### config.mk
export PLATFORM = sky130hd
export DESIGN_NAME = pmul_seq
export DESIGN_NICKNAME = d
export VERILOG_FILES = /design/src/rtl/pmul_seq.sv
export SDC_FILE = /design/constraint.sdc
export NUM_CORES = 2
export LEC_CHECK = 0
export ABC_CLOCK_PERIOD_IN_PS = 9600
export BUFFER_PORTS_ARGS = -buffer_cell sky130_fd_sc_hd__buf_2
export CAP_MARGIN = 20
export CORE_ASPECT_RATIO = 0.7
export CORE_MARGIN = 5
export CORE_UTILIZATION = 52
export DETAILED_ROUTE_END_ITERATION = 10
export MAX_ROUTING_LAYER = met4
export PLACE_DENSITY = 0.81
export SKIP_CTS_REPAIR_TIMING = 1
export SLEW_MARGIN = 10
export SYNTH_ARGS = -nofsm -noshare
export SYNTH_HDL_FRONTEND = slang
export SYNTH_SLANG_ARGS = --single-unit
### constraint.sdc
create_clock -name clock -period 9.6 [get_ports clock]
set_input_delay 1.92 -clock clock [delete_from_list [all_inputs] [get_ports clock]]
set_output_delay 1.92 -clock clock [all_outputs]
set_load 0.02 [all_outputs]
### src/rtl/pmul_seq.sv
// Sequential W x W -> 2W multiplier fed from a CPU write queue, result returned to a read queue.
// Optional build macro PMUL_SIGNED_EN enables signed mode (sgn); without it every operation is unsigned.
module pmul_seq #(
    parameter int W    = 32,
    parameter int LIMB = 16
) (
    input  logic         clock,
    input  logic         reset,
    input  logic [W-1:0] wq,
    output logic         rwq,
    output logic [W-1:0] rq,
    output logic         wrq,
    input  logic         rqFull,
    input  logic         selMul,
    input  logic         sgn,
    output logic         done,
    output logic         busy,
    output logic [2:0]   dbg_state
);

    localparam int N  = W / LIMB;
    localparam int KW = (N > 1) ? $clog2(N) : 1;
    localparam int PW = 2 * W;

    typedef enum logic [2:0] {
        IDLE = 3'd0,
        LDB  = 3'd1,
        MUL  = 3'd2,
        FIX  = 3'd3,
        WRLO = 3'd4,
        WRHI = 3'd5
    } state_t;

    state_t          state, state_nx;
    logic [W-1:0]    a_q, b_q;
    logic            mode_q;
    logic [PW-1:0]   p_q;
    logic [KW-1:0]   k_q;
    logic            rst_q;

    logic            start;
    logic [W-1:0]    abs_a, abs_b;
    logic [LIMB-1:0] limb;
    logic [W+LIMB-1:0] pp;
    logic [PW-1:0]   addend;
    logic            neg_res;

    // Magnitudes are W-bit unsigned, so the most negative operand maps onto itself without overflow.
    always_comb begin
        abs_a   = (mode_q && a_q[W-1]) ? (-a_q) : a_q;
        abs_b   = (mode_q && b_q[W-1]) ? (-b_q) : b_q;
        limb    = abs_b[k_q*LIMB +: LIMB];
        pp      = {{LIMB{1'b0}}, abs_a} * {{W{1'b0}}, limb};
        addend  = PW'(pp) << (k_q * LIMB);
        neg_res = mode_q && (a_q[W-1] ^ b_q[W-1]);
    end

    // A start request in the cycle right after reset is dropped so that cycle stays quiet.
    assign start = selMul && !rst_q;

    always_ff @(posedge clock) begin
        rst_q <= reset;
        if (reset) begin
            state  <= IDLE;
            k_q    <= '0;
            p_q    <= '0;
            a_q    <= '0;
            b_q    <= '0;
            mode_q <= 1'b0;
        end else begin
            state <= state_nx;
            case (state)
                IDLE: begin
                    if (start) begin
                        a_q <= wq;
`ifdef PMUL_SIGNED_EN
                        mode_q <= sgn;
`else
                        // sgn is read but has no effect in an unsigned-only build.
                        mode_q <= sgn & 1'b0;
`endif
                    end
                end
                LDB: begin
                    b_q <= wq;
                    p_q <= '0;
                    k_q <= '0;
                end
                MUL: begin
                    p_q <= p_q + addend;
                    k_q <= k_q + KW'(1);
                end
                FIX: begin
                    if (neg_res) p_q <= -p_q;
                end
                default: ;
            endcase
        end
    end

    // Queue handshakes: rwq pops the entry presented on wq in the same cycle; wrq pushes rq
    // in the same cycle and is only raised while rqFull is low, so a push always lands.
    always_comb begin
        state_nx = state;
        rwq      = 1'b0;
        wrq      = 1'b0;
        done     = 1'b0;
        rq       = '0;
        case (state)
            IDLE: begin
                if (start) begin
                    rwq      = 1'b1;
                    state_nx = LDB;
                end
            end
            LDB: begin
                rwq      = 1'b1;
                state_nx = MUL;
            end
            MUL: begin
                if (k_q == KW'(N - 1)) state_nx = FIX;
            end
            FIX: state_nx = WRLO;
            WRLO: begin
                if (!rqFull) begin
                    wrq      = 1'b1;
                    rq       = p_q[W-1:0];
                    state_nx = WRHI;
                end
            end
            WRHI: begin
                if (!rqFull) begin
                    wrq      = 1'b1;
                    done     = 1'b1;
                    rq       = p_q[PW-1:W];
                    state_nx = IDLE;
                end
            end
            default: state_nx = IDLE;
        endcase
        if (reset) begin
            rwq  = 1'b0;
            wrq  = 1'b0;
            done = 1'b0;
            rq   = '0;
        end
    end

    assign busy      = (state != IDLE) && !reset;
    assign dbg_state = state;

endmodule

Word-level counts from Yosys, hierarchy flattened --
Cells that the tools add are included.
Word-level totals: logic and storage cells 52, register bits 133, output and inout bits 39, bits of input ports 37
Cells by class: shift operators 2, muxes and demuxes 19, equal/unequal tests 9, multipliers 1, add/subtract/negate cells 2, bitwise operators 1, reduce and logical (&&, ||, !) cells 12
Operator list (count):
- $pmux 64 s2 | 1
- $mux 32 | 3
- $add 64x64->64 | 1
- $pmux 32 s2 | 1
- $shl 48x5->64 | 1
- $mul 32x16->48 | 1
- $shiftx 32x6->16 | 1
- $pmux 3 s6 | 1
- $mux 3 | 4
- $ne 2x2->1 const B | 4
- $mux 1 | 7
- $eq 3x2->1 const B | 2
- $eq 3x3->1 const B | 2
- $reduce_bool 3->1 | 2
- $pmux 1 s2 | 2
- $reduce_and 2->1 | 2
- $reduce_and 4->1 | 1
- $eq 3x1->1 const B | 1
- $logic_not 3->1 | 1
- $logic_and 1x1->1 | 2
- $logic_not 1->1 | 2
- $reduce_bool 2->1 | 1
- $reduce_or 2->1 | 1
- $add 1x1->1 const B | 1
- $not 1->1 | 1

Longest topological paths before layout --
word-level depth 5, gate-level depth with buffers 41, gate-level depth less buffers 37

Worst setup path before layout --
OpenSTA, ideal clock, no wires.
path kind reg-to-reg, start register k_q, end register p_q[63], buffers on the path 4, required time 9480 ps, setup time 120 ps, arrival 9601 ps, stages on the path, launching flop included 40, slack -121 ps, clock period less this slack 9721 ps, cells stage by stage dfxtp_1 clkbuf_1 mux2_2 clkbuf_1 and2_1 fa_1 inv_1 fa_1 fa_1 inv_1 fa_1 fa_1 inv_1 fa_1 inv_1 ha_1 clkbuf_1 and3_1 (+4 left out) nor2_1 o311ai_0 a31oi_1 xnor2_1 mux2_2 ha_1 and3_1 buf_6 nand3_2 or3_1 or3_4 nand2b_4 o221a_4 a2111oi_4 o32ai_1 xor2_1 and3b_1 a211o_1
Between the ends: word-level cells in the longest chain between the ends 5
Ends and longest elaborated chain:
- from (decl) | line 38 | logic [KW-1:0] k_q;
- from (signal assigned) | line 91 | k_q <= k_q + KW'(1);
- $shiftx 32x6->16 | line 52 | limb = abs_b[k_q*LIMB +: LIMB];
- $mul 32x16->48 | line 53 | pp = {{LIMB{1'b0}}, abs_a} * {{W{1'b0}}, limb};
- $shl 48x5->64 (*) | line 54 | addend = PW'(pp) << (k_q * LIMB);
- $add 64x64->64 (*) | line 90 | p_q <= p_q + addend;
- $pmux 64 s2 (*) | line 72 | case (state)
- to (signal assigned) | line 90
- to (signal assigned) | line 94 | if (neg_res) p_q <= -p_q;
- to (decl) | line 37 | logic [PW-1:0] p_q;
Mark *: on every way between the ends. The rest lies on a longest branch, timed or not. A chain may end at the register's enable or synchronous reset.

Worst setup path after layout --
Ends and elaborated chain as after synthesis.

==> impl_metrics.ini <==
[setup_path]
cpMostUsedCell = fa_1
r2r_start = k_q
path_max_fanout = 10
end_kind = register
max_stage_delay_ps = 540
r2r.worst_path.cells = 38
critPathSlowestCell = fa_1
r2r_end = p_q[63]
r2r_slack_ps = -190
path_class = reg2reg
cp.required_ps = 9950
cp.arrival_ps = 10140
startpoint_type = register

[final_layout]
utilization = 0.624
areaGrowthSynthToFinish_pct = 18.3
nets = 3982
layout_commonest_cell = nand2_1
final_cell_mix = 540 x nand2_1, 461 x inv_1, 414 x fa_1, 313 x buf_4, 235 x and2_1
fin_area_um2 = 29900
fillers = 3834
fin_cells = 4008
drive_gt1_frac = 0.171

[hold_path]
hp-class = reg2reg
whs_endpoint = b_q[8]
worstHoldPathCells = 2
worstHoldStart = b_q[8]

[global_route]
grt_use_total = 0.292
grt_max_degree = 67
antenna_found_initial = 3
grt_pass1_wl_mm = 121
grt_overflow = 0
first_global_vias = 22700

[synth]
syn_area_per_cell_um2 = 8.23
synth-main-ff-cell = dfxtp_1
async_reset_ff_frac = 0
yosysSeqAreaShare = 0.105
synthTopCellsByArea = fa_1 33%, dfxtp_1 11%, ha_1 9.4%
yosys_warnings = 0
synthDistinctLibCells = 67
synth_area_um2 = 25300
synth_edf_count = 0
synth_top_cell_area_share = 0.332
yosysTopAreaCell = fa_1
syn_inst = 3074
syn_nets = 3719
ys_ff_latch = 133

[clock_tree]
root_buffer = clkbuf_16
numClockSinks = 133
path_clk_slew_ps = 70
cts.path.max_buffers = 2
cts_made_buffers = 17
cts_tree = built
htreeDepth = 4
clkLatencyLatePin_ps = 460

[floorplan]
die_w_um = 274
dieHeight_um = 195
dieArea_um2 = 53200
initial_core_util = 0.527
coreArea_um2 = 48000
io_pins = 76
num_rows = 67

[timing]
finalSetupViolations = 1
fin_tns_setup_ps = -191
fin_crit_ps = 9790
hold_violations = 0
finalCritPeriodShare = 1.02
finalHoldWorstSlack_ps = 465
finalClockSkew_ps = 10.7
layout_setup_ws_ps = -191
max_slew.worst_pin.slew_ps = 1010
drv_slew = 0
slew_headroom = 0.329
rsz0062_at_grt = yes
clock.fmax_mhz = 102

[status]
violations = negative setup slack
outcome = finished with violations

[drt]
wire_per_inst_um = 19.4
drc = 0
vias_per_cell = 5.79
vias = 23200
finalWirelength_mm = 77.9
drt_first_pass_iters = 9
drt_iter0_markers = 2666
antenna_left = 0

[placement]
dpl.cell_count = 3949
io_buffers = 74
dpl_cell_area_um2 = 28400
gp_congestion = 1.08
pre_cts_ws_ps = -642
dpl.hpwl_mm = 61.5

[power]
ir_worst_vdd_v = 0.000126
power_mw = 3.66
power.density_nw_per_um2 = 122
p_leak_nw = 14.7

[job]
drv_cap = 0
==> worst max-delay path: cells and delay by family (launching register included) <==
kind / cells / cell delay, ps
AOI/OAI and AO/OA: 7 / 1460
xor gates and xnor gates: 2 / 350
adders and majority gates: 8 / 3580
buffers and inverters: 7 / 730
DFF: 1 / 500
muxes: 2 / 660
and+or+nand+nor: 12 / 2390
==> logic make-up after synthesis <==
| group | count (synthesis) | synth area share |
|---|---|---|
| flops | 133 | 0.105 |
| simple gates | 1047 | 0.191 |
| fa+ha+maj | 608 | 0.425 |
| xor+xnor | 105 | 0.0364 |
| buf+inv | 634 | 0.0946 |
| mux | 29 | 0.0129 |
| compound gates | 518 | 0.134 |
==> final cells by class <==
class	instances	area [um^2]	share of cell area
clock buffers	17	425	0.0142
clock inverters	15	163	0.00544
multi-input cells	2309	20900	0.698
inverters	461	1730	0.0579
flip-flops and latches	133	2670	0.0892
diodes	3	7.51	0.000251
well taps	655	820	0.0274
repair buffers	415	3220	0.108
==> cell usage after synthesis (28+ instances only) <==
master and n:
dfxtp_1 133, nand2_1 542, o21ai_0 66, a22o_1 28, and2_1 235, nand3_1 29
a21oi_1 171, clkbuf_1 159, ha_1 189, mux2_2 29, xnor2_1 65, a21o_1 67
inv_1 461, nor2_1 133, xor2_1 40, a22oi_1 67, fa_1 419
==> state kept, by name (all words and copies together), names as in the netlist <==
signal     flops
a_q           32
b_q           32
dbg_state      3
k_q            1
p_q           64
rst_q          1
==> metal layers <==
layer	vias up	wire length [um]	GRT usage
met5	-	0	-
met3	170	9840	0.0727
met4	0	2140	0.0775
li1	10300	-	-
met2	1339	34000	0.416
met1	11400	32000	0.418
==> report_power, final <==
part / internal, mW / leakage, nW / switching, mW / total, mW
logic: 0.867 / 13.3 / 1.37 / 2.23
registers: 0.618 / 1.08 / 0.112 / 0.730
clock network: 0.368 / 0.276 / 0.328 / 0.696
==> worst max path at each step <==
stage                     start  endpoint  slack, ps  depth (start not counted)
final                       k_q   p_q[63]       -190                         38
after global routing        k_q   p_q[63]       -450                         39
after CTS                   k_q   p_q[63]       -750                         40
after detailed placement    k_q   p_q[63]       -640                         36
after global placement      k_q   p_q[63]       -580                         40
after floorplan             k_q   p_q[63]         20                         39
Power figures use the tool's default switching activity.
